$ cat src/rtl/uart_tx_arbiter_if.sv
// Requester and UART-FIFO side signals of uart_tx_arbiter.
// master: the arbiter itself; slave: requesters plus FIFO (the environment).
interface uart_tx_arbiter_if;
  logic [2:0]  req;
  logic [23:0] dat_in;
  logic [2:0]  last;
  logic [2:0]  ack;
  logic [2:0]  grant;
  logic [7:0]  fifo_dat;
  logic        fifo_dat_en;
  logic        fifo_afull;
  logic        fifo_full;
  logic        busy;

  modport master (
    input  req, dat_in, last, fifo_afull, fifo_full,
    output ack, grant, fifo_dat, fifo_dat_en, busy
  );

  modport slave (
    output req, dat_in, last, fifo_afull, fifo_full,
    input  ack, grant, fifo_dat, fifo_dat_en, busy
  );
endinterface

$ cat src/rtl/uart_tx_arbiter.sv
// Round-robin arbiter merging three byte-stream requesters into one UART TX FIFO.
// Optional per-grant header byte (0xA0 | id) enabled by defining UART_TX_ARB_HEADER_EN.
module uart_tx_arbiter #(
  parameter int unsigned MAX_PKT = 64
) (
  input logic              clk_100MHz,
  input logic              reset,
  uart_tx_arbiter_if.master bus
);
  localparam int unsigned NUM_REQ = 3;
  localparam int unsigned BYTE_W  = 8;
  localparam int unsigned CNT_W   = 7;
  localparam int unsigned ID_W    = 2;
  localparam logic [BYTE_W-1:0] HDR_BASE = 8'hA0;

  typedef enum logic [1:0] {
    IDLE    = 2'd0,
    SEND    = 2'd1,
    RELEASE = 2'd2
`ifdef UART_TX_ARB_HEADER_EN
    , HDR   = 2'd3
`endif
  } state_t;

  state_t              state;
  logic [NUM_REQ-1:0]  grant;
  logic [ID_W-1:0]     gid;
  logic [ID_W-1:0]     last_id;
  logic [ID_W-1:0]     pick_id;
  logic [CNT_W-1:0]    cnt;
  logic [CNT_W-1:0]    cnt_inc;
  logic [BYTE_W-1:0]   fifo_dat;
  logic                fifo_dat_en;
  logic                stall;
  logic                sel_req;
  logic                sel_last;
  logic [BYTE_W-1:0]   sel_byte;
  logic                pkt_done;
  logic [NUM_REQ-1:0]  ack_c;

  assign stall    = bus.fifo_afull | bus.fifo_full;
  assign cnt_inc  = cnt + CNT_W'(1);
  assign pkt_done = sel_last || (cnt_inc == CNT_W'(MAX_PKT));
  assign ack_c    = (state == SEND && !stall) ? (grant & bus.req) : '0;

  assign bus.ack         = ack_c;
  assign bus.grant       = grant;
  assign bus.fifo_dat    = fifo_dat;
  assign bus.fifo_dat_en = fifo_dat_en;
  assign bus.busy        = (state != IDLE);

  // Mux the granted requester's lane
  always_comb begin
    sel_req  = bus.req[0];
    sel_last = bus.last[0];
    sel_byte = bus.dat_in[7:0];
    case (gid)
      2'd1: begin
        sel_req  = bus.req[1];
        sel_last = bus.last[1];
        sel_byte = bus.dat_in[15:8];
      end
      2'd2: begin
        sel_req  = bus.req[2];
        sel_last = bus.last[2];
        sel_byte = bus.dat_in[23:16];
      end
      default: ;
    endcase
  end

  // Round-robin search starting just after the previously served requester
  always_comb begin
    pick_id = 2'd0;
    case (last_id)
      2'd0: begin
        if (bus.req[1])      pick_id = 2'd1;
        else if (bus.req[2]) pick_id = 2'd2;
        else                 pick_id = 2'd0;
      end
      2'd1: begin
        if (bus.req[2])      pick_id = 2'd2;
        else if (bus.req[0]) pick_id = 2'd0;
        else                 pick_id = 2'd1;
      end
      default: begin
        if (bus.req[0])      pick_id = 2'd0;
        else if (bus.req[1]) pick_id = 2'd1;
        else                 pick_id = 2'd2;
      end
    endcase
  end

  always_ff @(posedge clk_100MHz) begin
    if (reset) begin
      state       <= IDLE;
      grant       <= '0;
      gid         <= '0;
      last_id     <= 2'd2;
      cnt         <= '0;
      fifo_dat    <= '0;
      fifo_dat_en <= 1'b0;
    end else begin
      fifo_dat_en <= 1'b0;
      case (state)
        IDLE: begin
          if (|bus.req) begin
            gid   <= pick_id;
            grant <= NUM_REQ'(1) << pick_id;
            cnt   <= '0;
`ifdef UART_TX_ARB_HEADER_EN
            state <= HDR;
`else
            state <= SEND;
`endif
          end else begin
            grant <= '0;
          end
        end
`ifdef UART_TX_ARB_HEADER_EN
        HDR: begin
          if (!stall) begin
            fifo_dat    <= HDR_BASE | BYTE_W'(gid);
            fifo_dat_en <= 1'b1;
            state       <= SEND;
          end
        end
`endif
        SEND: begin
          // A granted requester dropping req mid-packet ends its turn without a write
          if (!stall) begin
            if (sel_req) begin
              fifo_dat    <= sel_byte;
              fifo_dat_en <= 1'b1;
              cnt         <= cnt_inc;
              if (pkt_done) state <= RELEASE;
            end else begin
              state <= RELEASE;
            end
          end
        end
        RELEASE: begin
          last_id <= gid;
          grant   <= '0;
          state   <= IDLE;
        end
        default: state <= IDLE;
      endcase
    end
  end
endmodule

$ cat src/flat_wrapper.sv
// flat-port wrapper written by rule: the top's interface ports become plain ports
module uart_tx_arbiter_flat 
#(
  parameter int unsigned MAX_PKT = 64
)
  (clk_100MHz, reset, bus_req, bus_dat_in, bus_last, bus_fifo_afull, bus_fifo_full, bus_ack, bus_grant, bus_fifo_dat, bus_fifo_dat_en, bus_busy);
  uart_tx_arbiter_if bus_i ();
  input logic clk_100MHz;
  input logic reset;
  input wire logic [$bits(bus_i.req)-1:0] bus_req;
  input wire logic [$bits(bus_i.dat_in)-1:0] bus_dat_in;
  input wire logic [$bits(bus_i.last)-1:0] bus_last;
  input wire logic [$bits(bus_i.fifo_afull)-1:0] bus_fifo_afull;
  input wire logic [$bits(bus_i.fifo_full)-1:0] bus_fifo_full;
  output wire logic [$bits(bus_i.ack)-1:0] bus_ack;
  output wire logic [$bits(bus_i.grant)-1:0] bus_grant;
  output wire logic [$bits(bus_i.fifo_dat)-1:0] bus_fifo_dat;
  output wire logic [$bits(bus_i.fifo_dat_en)-1:0] bus_fifo_dat_en;
  output wire logic [$bits(bus_i.busy)-1:0] bus_busy;
  assign bus_i.req = bus_req;
  assign bus_i.dat_in = bus_dat_in;
  assign bus_i.last = bus_last;
  assign bus_i.fifo_afull = bus_fifo_afull;
  assign bus_i.fifo_full = bus_fifo_full;
  assign bus_ack = bus_i.ack;
  assign bus_grant = bus_i.grant;
  assign bus_fifo_dat = bus_i.fifo_dat;
  assign bus_fifo_dat_en = bus_i.fifo_dat_en;
  assign bus_busy = bus_i.busy;
  uart_tx_arbiter #(.MAX_PKT(MAX_PKT)) u_core (.clk_100MHz(clk_100MHz), .reset(reset), .bus(bus_i));
endmodule
$ cat config.mk
export PLATFORM = sky130hd
export DESIGN_NAME = uart_tx_arbiter_flat
export DESIGN_NICKNAME = d
export VERILOG_FILES = /design/src/rtl/uart_tx_arbiter_if.sv /design/src/rtl/uart_tx_arbiter.sv /design/src/flat_wrapper.sv
export SDC_FILE = /design/constraint.sdc
export NUM_CORES = 1
export LEC_CHECK = 0
export ABC_AREA = 1
export CORE_MARGIN = 2
export CORE_UTILIZATION = 45
export DETAILED_ROUTE_END_ITERATION = 12
export GPL_ROUTABILITY_DRIVEN = 0
export GPL_TIMING_DRIVEN = 1
export PLACE_DENSITY = 0.8
export SLEW_MARGIN = 20
export SYNTH_ARGS = -nofsm -noshare
export SYNTH_HDL_FRONTEND = slang
export SYNTH_SLANG_ARGS = --single-unit
$ cat constraint.sdc
create_clock -name clk_100MHz -period 2 [get_ports clk_100MHz]
set_input_delay 0.4 -clock clk_100MHz [delete_from_list [all_inputs] [get_ports clk_100MHz]]
set_output_delay 0.4 -clock clk_100MHz [all_outputs]
set_load 0.02 [all_outputs]
-- Yosys cells after proc, flatten, opt, wreduce, memory -nomap -nowiden
Cells that the tools add are included.
- register bits after elaboration: 25
- latch bits: 0
- bits in writable memories: 0
- memory bits (read-only): 0
- bits of input ports: 34
- output and inout port bits: 16
- word-level logic and storage cells: 60
- memories: 0
- add/subtract/negate cells: 1
- multiply operators: 0
- div/mod/pow operators: 0
- order comparisons: 0
- equality and inequality tests: 10
- shift-type cells: 1
- mux-type cells: 23
- bitwise operators: 4
- reduce and logical (&&, ||, !) cells: 14
- operators by type and width (operator ; number):
    $mux 7 ; 3
    $mux 2 ; 9
    $pmux 8 s2 ; 1
    $pmux 7 s2 ; 1
    $pmux 2 s2 ; 2
    $add 7x1->7 const B ; 1
    $eq 7x7->1 const B ; 1
    $eq 2x1->1 const B ; 3
    $mux 3 ; 2
    $pmux 3 s2 ; 1
    $reduce_and 3->1 ; 2
    $reduce_bool 2->1 ; 3
    $reduce_or 3->1 ; 2
    $eq 2x2->1 const B ; 2
    $logic_not 2->1 ; 2
    $ne 2x1->1 const B ; 2
    $pmux 1 s2 ; 2
    $reduce_and 4->1 ; 1
    $and 3x3->3 ; 1
    $ne 3x3->1 const B ; 1
    $shl 1x2->3 const A ; 1
    $mux 1 ; 2
    $ne 2x2->1 const B ; 1
    $not 1->1 ; 2
    other kinds (5) ; 5

-- Logic depth before layout (Yosys ltp)
- depth in word-level cells: 7
- mapped depth: 11
- gate-level depth less buffers: 11

-- Worst setup path before layout
No wires, ideal clock.
- kind: register to register
- from: register u_core.gid[0]
- to: register u_core.fifo_dat[1], in the netlist u_core.bus.fifo_dat[1]
- setup time: 0.116 ns
- data arrival time: 1.463 ns
- setup slack: 0.421 ns
- stages on the path, launching flop included: 10
- path buffers: 2
- cell sequence: dfxtp_1 inv_1 ha_1 nand2_1 o21ai_1 or2_1 buf_6 buf_6 o21ai_2 a21oi_1
- longest elaborated chain between the ends: 3
- elaborated cells on any way between the ends: 5
- classes of those cells: eq/ne (2); mux (2); reduce/logical (1)
- ends and longest elaborated chain (element ; RTL line ; source):
    start, declared ; uart_tx_arbiter.sv:27 ; logic [ID_W-1:0] gid;
    start signal, assigned ; uart_tx_arbiter.sv:108 ; gid <= pick_id;
    $eq 2x2->1 or $eq 2x1->1 (tied branches) ; uart_tx_arbiter.sv:57 ; case (gid)
    $pmux 1 s2 ; uart_tx_arbiter.sv:57 ;
    $reduce_and 3->1 (no source line) ; - ;
    end signal, assigned ; uart_tx_arbiter.sv:133 ; fifo_dat <= sel_byte;
    end, declared ; uart_tx_arbiter.sv:32 ; logic [BYTE_W-1:0] fifo_dat;
Parallel ways exist; a longest one is shown, timed or not.
A chain may end at the register's enable or synchronous reset.

-- Worst setup path after layout
- from: input port bus_fifo_full
- to: output port bus_ack[1]
- longest elaborated chain between the ends: 4
- ends and longest elaborated chain (element ; RTL line ; source):
    start, declared ; flat_wrapper.sv:14 ; input wire logic [$bits(bus_i.fifo_full)-1:0] bus_fifo_full;
    $or 1x1->1 ; uart_tx_arbiter.sv:41 ; assign stall = bus.fifo_afull | bus.fifo_full;
    $logic_not 1->1 ; uart_tx_arbiter.sv:44 ; assign ack_c = (state == SEND && !stall) ? (grant & bus.req) : '0;
    $logic_and 1x1->1 ; uart_tx_arbiter.sv:44 ;
    $mux 3 ; uart_tx_arbiter.sv:44 ;
    end, declared ; flat_wrapper.sv:15 ; output wire logic [$bits(bus_i.ack)-1:0] bus_ack;
No other way between the ends.

==> flow_metrics.tcl <==
set metrics [dict create \
    die_w_um 60.3 \
    dp_hpwl_mm 2.76 \
    critPathMaxFanout 5 \
    fp.dieH_um 60.3 \
    grt_pass1_vias 1368 \
    grt_max_degree 18 \
    rsz0062_at_grt "no" \
    layout-drive-gt1-share_pct 6.96 \
    syn_area_um2 1430 \
    start_util_pct 47.1 \
    drtAntennaViolNets 0 \
    synth_cell_types 27 \
    dpl.cell_count 313 \
    ys_ff_latch 25 \
    crit_top_cell "nor2_1" \
    grt_first_pass_wirelength_mm 5.84 \
    cp_slowest_stage_delay_ns 0.41 \
    syn_area_per_cell_um2 6.63 \
    finalCriticalPeriod_ns 1.93 \
    antenna_found_initial 0 \
    drt_iter0_drc 54 \
    design_area_um2 2050 \
    hold_class "register to register" \
    worstPathArrival_ns 1.53 \
    slew_headroom_pct 69.7 \
    path_buf_inv 2 \
    post_cts_buffers 0 \
    clk_latency_ns 0.32 \
    dpl_cell_area_um2 2030 \
    clkSinkCount 25 \
    yosys_warnings 0 \
    tightest_slew_ns 0.455 \
    clk_path_buf_depth 2 \
    max_cap_violations 0 \
    power_uw 1360 \
    cp.required_ns 1.60 \
    routedWlPerCell_um 11.2 \
    critPathLaunchType "input pin" \
    skew_ns 0.00661 \
    cts_buffers 3 \
    path_class "input pin to primary output" \
    fp-row-count 20 \
    core_um2 3030 \
    drt-total-wl_mm 3.56 \
    setup_viol 0 \
    path_delay_family "buffers and inverters" \
    tns_ns 0 \
    die_area_um2 3630 \
    cts_root_buffer "clkbuf_4" \
    end_kind "primary output" \
    pre_cts_ws_ns -0.220 \
    fmax_mhz 518 \
    vias 1529 \
    cp_slowest_cell "clkdlybuf4s50_1" \
    htreeDepth 1 \
    nets 311 \
    synth_cells 215 \
    via_per_inst 4.82 \
    postSynthNetCount 252 \
    maxSlewViolCount 0 \
    cts_tree "done" \
    grt_overflow 0 \
    drc 0 \
    p_leak_uw 0.000921 \
    crit_chain "clkdlybuf4s50_1 > nor2_1 > nand2_4 > nor2_1 > dlygate4sd2_1" \
    power_density_nw_per_um2 663 \
    area_growth_syn_to_layout_pct 44.2 \
    postLayoutSetupSlackWorst_ns 0.0691 \
    vdd_ir_drop_max_v 0.000555 \
    grt_util_all_layers_pct 21.2 \
    n_antenna_cell 0 \
    dr.pass1.iters 4 \
    hold_viol_final 0 \
    fin_crit_sh_pct 96.5 \
    final_cells 317 \
    synth_seq_area_share_pct 35.1 \
    path_clk_slew_ns 0.14 \
    status "finished clean" \
    portBuffers 49 \
    ioPinCount 50 \
]
what timing repair did:
item | in CTS | in global routing
endpoints found under the setup margin | 3 | 1
hold buffers | 0 | 0
cloned | 0 | 0
resized for setup | 3 | 1
flip-flops by register name, indices dropped and copies added (netlist names):
signal / cells
u_core.gid: 2
u_core.bus.fifo_dat: 8
u_core.state: 2
u_core.cnt: 7
u_core.bus.fifo_dat_en: 1
u_core.last_id: 2
u_core.bus.grant: 3
Yosys cell counts, drive strengths merged:
| cell type | instances | area (um^2) |
|---|---|---|
| inv | 27 | 101 |
| o31ai | 1 | 7.51 |
| nand3b | 2 | 15.0 |
| clkbuf | 3 | 11.3 |
| dfxtp | 25 | 500 |
| o21bai | 1 | 7.51 |
| nand4 | 1 | 6.26 |
| a22o | 8 | 70.1 |
| nor3 | 1 | 5.00 |
| nand3 | 10 | 50.1 |
| or2 | 1 | 6.26 |
| a21oi | 19 | 95.1 |
| a211oi | 1 | 7.51 |
| ha | 3 | 37.5 |
| o21ai | 19 | 98.8 |
| xnor2 | 1 | 8.76 |
| nor2 | 24 | 106 |
| o211ai | 2 | 15.0 |
| buf | 4 | 32.5 |
| nand2 | 61 | 236 |
| a31oi | 1 | 6.26 |
metal layers:
metal  GRT usage (%)  share of wire [%]  vias up
met1            27.1                 47      678
li1                -                  -      817
met2            36.0                 48       30
met5               0                  0        -
met3            4.76                4.2        4
met4            5.08                1.0        0
cell families (layout without fill, tap and decap cells):
kind of cell | count (synthesis) | after routing | synth area share, %
AOI/OAI and AO/OA | 52 | 52 | 21.6
xor gates and xnor gates | 1 | 1 | 0.615
adders and majority gates | 3 | 3 | 2.63
buffers and inverters | 34 | 92 | 10.2
DFF | 25 | 25 | 35.1
and+or+nand+nor | 100 | 100 | 29.9
path summary, 6_finish.rpt:
check                           end                   start  slack (ns)  cells past startpoint
min          u_core.bus.fifo_dat[1]  u_core.bus.fifo_dat[1]        0.45                      2
max                      bus_ack[1]           bus_fifo_full        0.07                      5
min reg2reg  u_core.bus.fifo_dat[1]  u_core.bus.fifo_dat[1]        0.45                      2
max reg2reg  u_core.bus.fifo_dat[3]           u_core.gid[0]        0.30                      8
layout by cell type (no fill, tap or decap), drive strengths merged:
master,netlist,layout
a22o,8,8
a31oi,1,1
a211oi,1,1
nor2,24,24
xnor2,1,1
inv,27,27
a21oi,19,19
nor3,1,1
ha,3,3
o21bai,1,1
o31ai,1,1
o211ai,2,2
or2,1,1
dlygate4sd2,0,3
clkdlybuf4s50,0,45
dfxtp,25,25
nand3,10,10
o21ai,19,19
buf,4,12
nand4,1,1
nand3b,2,2
clkbuf,3,4
dlymetal6s2s,0,1
nand2,61,61
per-stage QoR:
step / util, % / hold WS (ns)
3_5_place_dp: 67.0 / 0.435
3_3_place_gp: 67.0 / 0.432
6_report: 67.9 / 0.452
5_1_grt: 67.9 / 0.468
4_1_cts: 67.8 / 0.455
2_1_floorplan: - / 0.458
worst min-delay path: stages (launching register included):
cell,delay (ns)
dfxtp_1,0.33
inv_1,0.04
a21oi_1,0.05
layout make-up:
class                           instances  area, um^2
Fill cell                             284         973
Clock buffer                            4        26.3
Tap cell                               44        55.1
Multi-Input combinational cell        156         779
Inverter                               27         101
Sequential cell                        25         500
Timing Repair Buffer                   61         592
power by group:
group / internal [uW] / switching [uW]
logic: 248 / 285
registers: 553 / 44.0
clock network: 78.1 / 153
total: 879 / 482
Power figures use the tool's default switching activity.
==> variant, RTL diff (config.mk and constraints unchanged) <==
The 3 states of `state_t` get a one-hot encoding in 3 bits.
--- a/src/rtl/uart_tx_arbiter.sv
+++ b/src/rtl/uart_tx_arbiter.sv
@@ -15,6 +15,6 @@
 
-  typedef enum logic [1:0] {
-    IDLE    = 2'd0,
-    SEND    = 2'd1,
-    RELEASE = 2'd2
+  typedef enum logic [2:0] {
+    IDLE    = 3'b001,
+    SEND    = 3'b010,
+    RELEASE = 3'b100
 `ifdef UART_TX_ARB_HEADER_EN
Function: same outputs for any inputs over 10 cycles, from zero or initial values and one cycle with reset high; not proved beyond that.
==> variant against the original RTL <==
Non-clock buffer count stayed put. Area after synthesis is 0.79% higher. Setup slack better by 47 ps. Critical path depth stayed put. Cell area is 1.8% higher. Sequential cell count is 1 higher. Global-route usage is 0.88 points higher. Via count is 0.26% lower. Power is 7.9% higher. Clock skew is 0.53 ps higher. Wire length is 1.2% higher. First-iteration DRC count is 26% higher.
==> variant: results (changes against the original RTL) <==
status=finished clean; sequential cell count=26 (+4.0%); diodes inserted=0 (unchanged); unique cell type count in the Yosys netlist=30 (+11%); met2 GRT Util=35.40% (-0.62 points); fill cell count=262 (-7.7%); syn_nets=234 (-7.1%); Nets=294 (-5.5%); GRT Overall Usage=22.10% (+0.88 points); Worst IR Drop VDD=320.8 uV (-42%); area of the multi-input gates=802.0 um2 (+2.9%); Crit-path slowest cell=clkdlybuf4s50_1; post-synthesis adder-cell area fraction=2.613% (-0.021 points); biggest regs=u_core.bus.fifo_dat: 8 flops, u_core.cnt: 7 flops; NonClk Buf Share=27.83% (-0.98 points); top cells by count, synth=36 x nand2_1, 26 x dfxtp_1, 23 x nor2_1; metal2 WL=1626 um (-5.2%); Psw=472.6 uW (-2.0%); Clock buf/inv share=2.513% (+1.2 points); post-DP HPWL=2773 um (+0.64%); First DRT Iteration DRCs=68 (+26%); M1 wire length=1645 um (-0.66%); worst-margin pin slew=463.8 ps (+9.153 ps); grt met1 use=29.24% (+2.1 points); post-synthesis compound-gate area fraction=21.34% (-0.26 points); Routed Wire Length=3600 um (+1.2%); Register Area=520.5 um2 (+4.0%); CP Max Fanout=3 (-2); layout cells sized above 1=10.94% (+4.0 points); mux cell area share after synthesis=5.575% (+5.6 points); global-route wire length before repair=6223 um (+6.5%); register area share after synthesis=36.24% (+1.1 points); dominant cells by area after synthesis=dfxtp_1 36%, nand2_1 9.4%, a21oi_1 7.0%; final instance area=0.002091 mm2 (+1.8%); Inverters=21 (-22%); insertion delay to the later sink of the worst-skew pair=340 ps (+20 ps); Post-Synth XOR/XNOR Area=0.6098% (-0.0048 points); via count=1525 (-0.26%); met3 usage=4.691% (-0.071 points); cell area after placement=0.002049 mm2 (+0.99%); Worst Path Arrival=1480 ps (-50 ps); maximum number of pins on one net before global-route repair=17 (-1); post-cts gate resize count=4 (+1); comb_multi_in=144 (-7.7%); P_leak=0.0008869 uW (-3.7%); Setup Skew=7.135 ps (+0.5266 ps); WL met3=281 um (+86%)
==> variant: final timing paths <==
check           startpoint       endpoint  slack (ps)  depth (start not counted)
max          bus_fifo_full     bus_ack[0]         120                          5
min          u_core.cnt[4]  u_core.cnt[4]         500                          2
max reg2reg  u_core.gid[0]  u_core.cnt[3]         240                         10
min reg2reg  u_core.cnt[4]  u_core.cnt[4]         500                          2
==> variant: power by group through the flow <==
stage	clock [uW]	combinational (uW)	sequential, uW
after floorplan	0	299	613
after global placement	0	498	605
after detailed placement	0	501	607
after CTS	373	499	595
after global routing	391	551	601
final	376	498	595
==> variant: per-stage QoR <==
step,hold WS (ps),worst slack [ps],cells
2_1_floorplan,456.7,494.0,197
3_3_place_gp,475.6,-146.6,296
3_5_place_dp,484.4,-223.6,296
4_1_cts,504.1,54.13,300
5_1_grt,530.2,16.88,300
6_report,499.6,116.5,300
==> variant: worst max-delay path: cells and delay by family <==
family	cells	cell delay (ps)
buffers and inverters	2	720
AND/OR/NAND/NOR	3	360
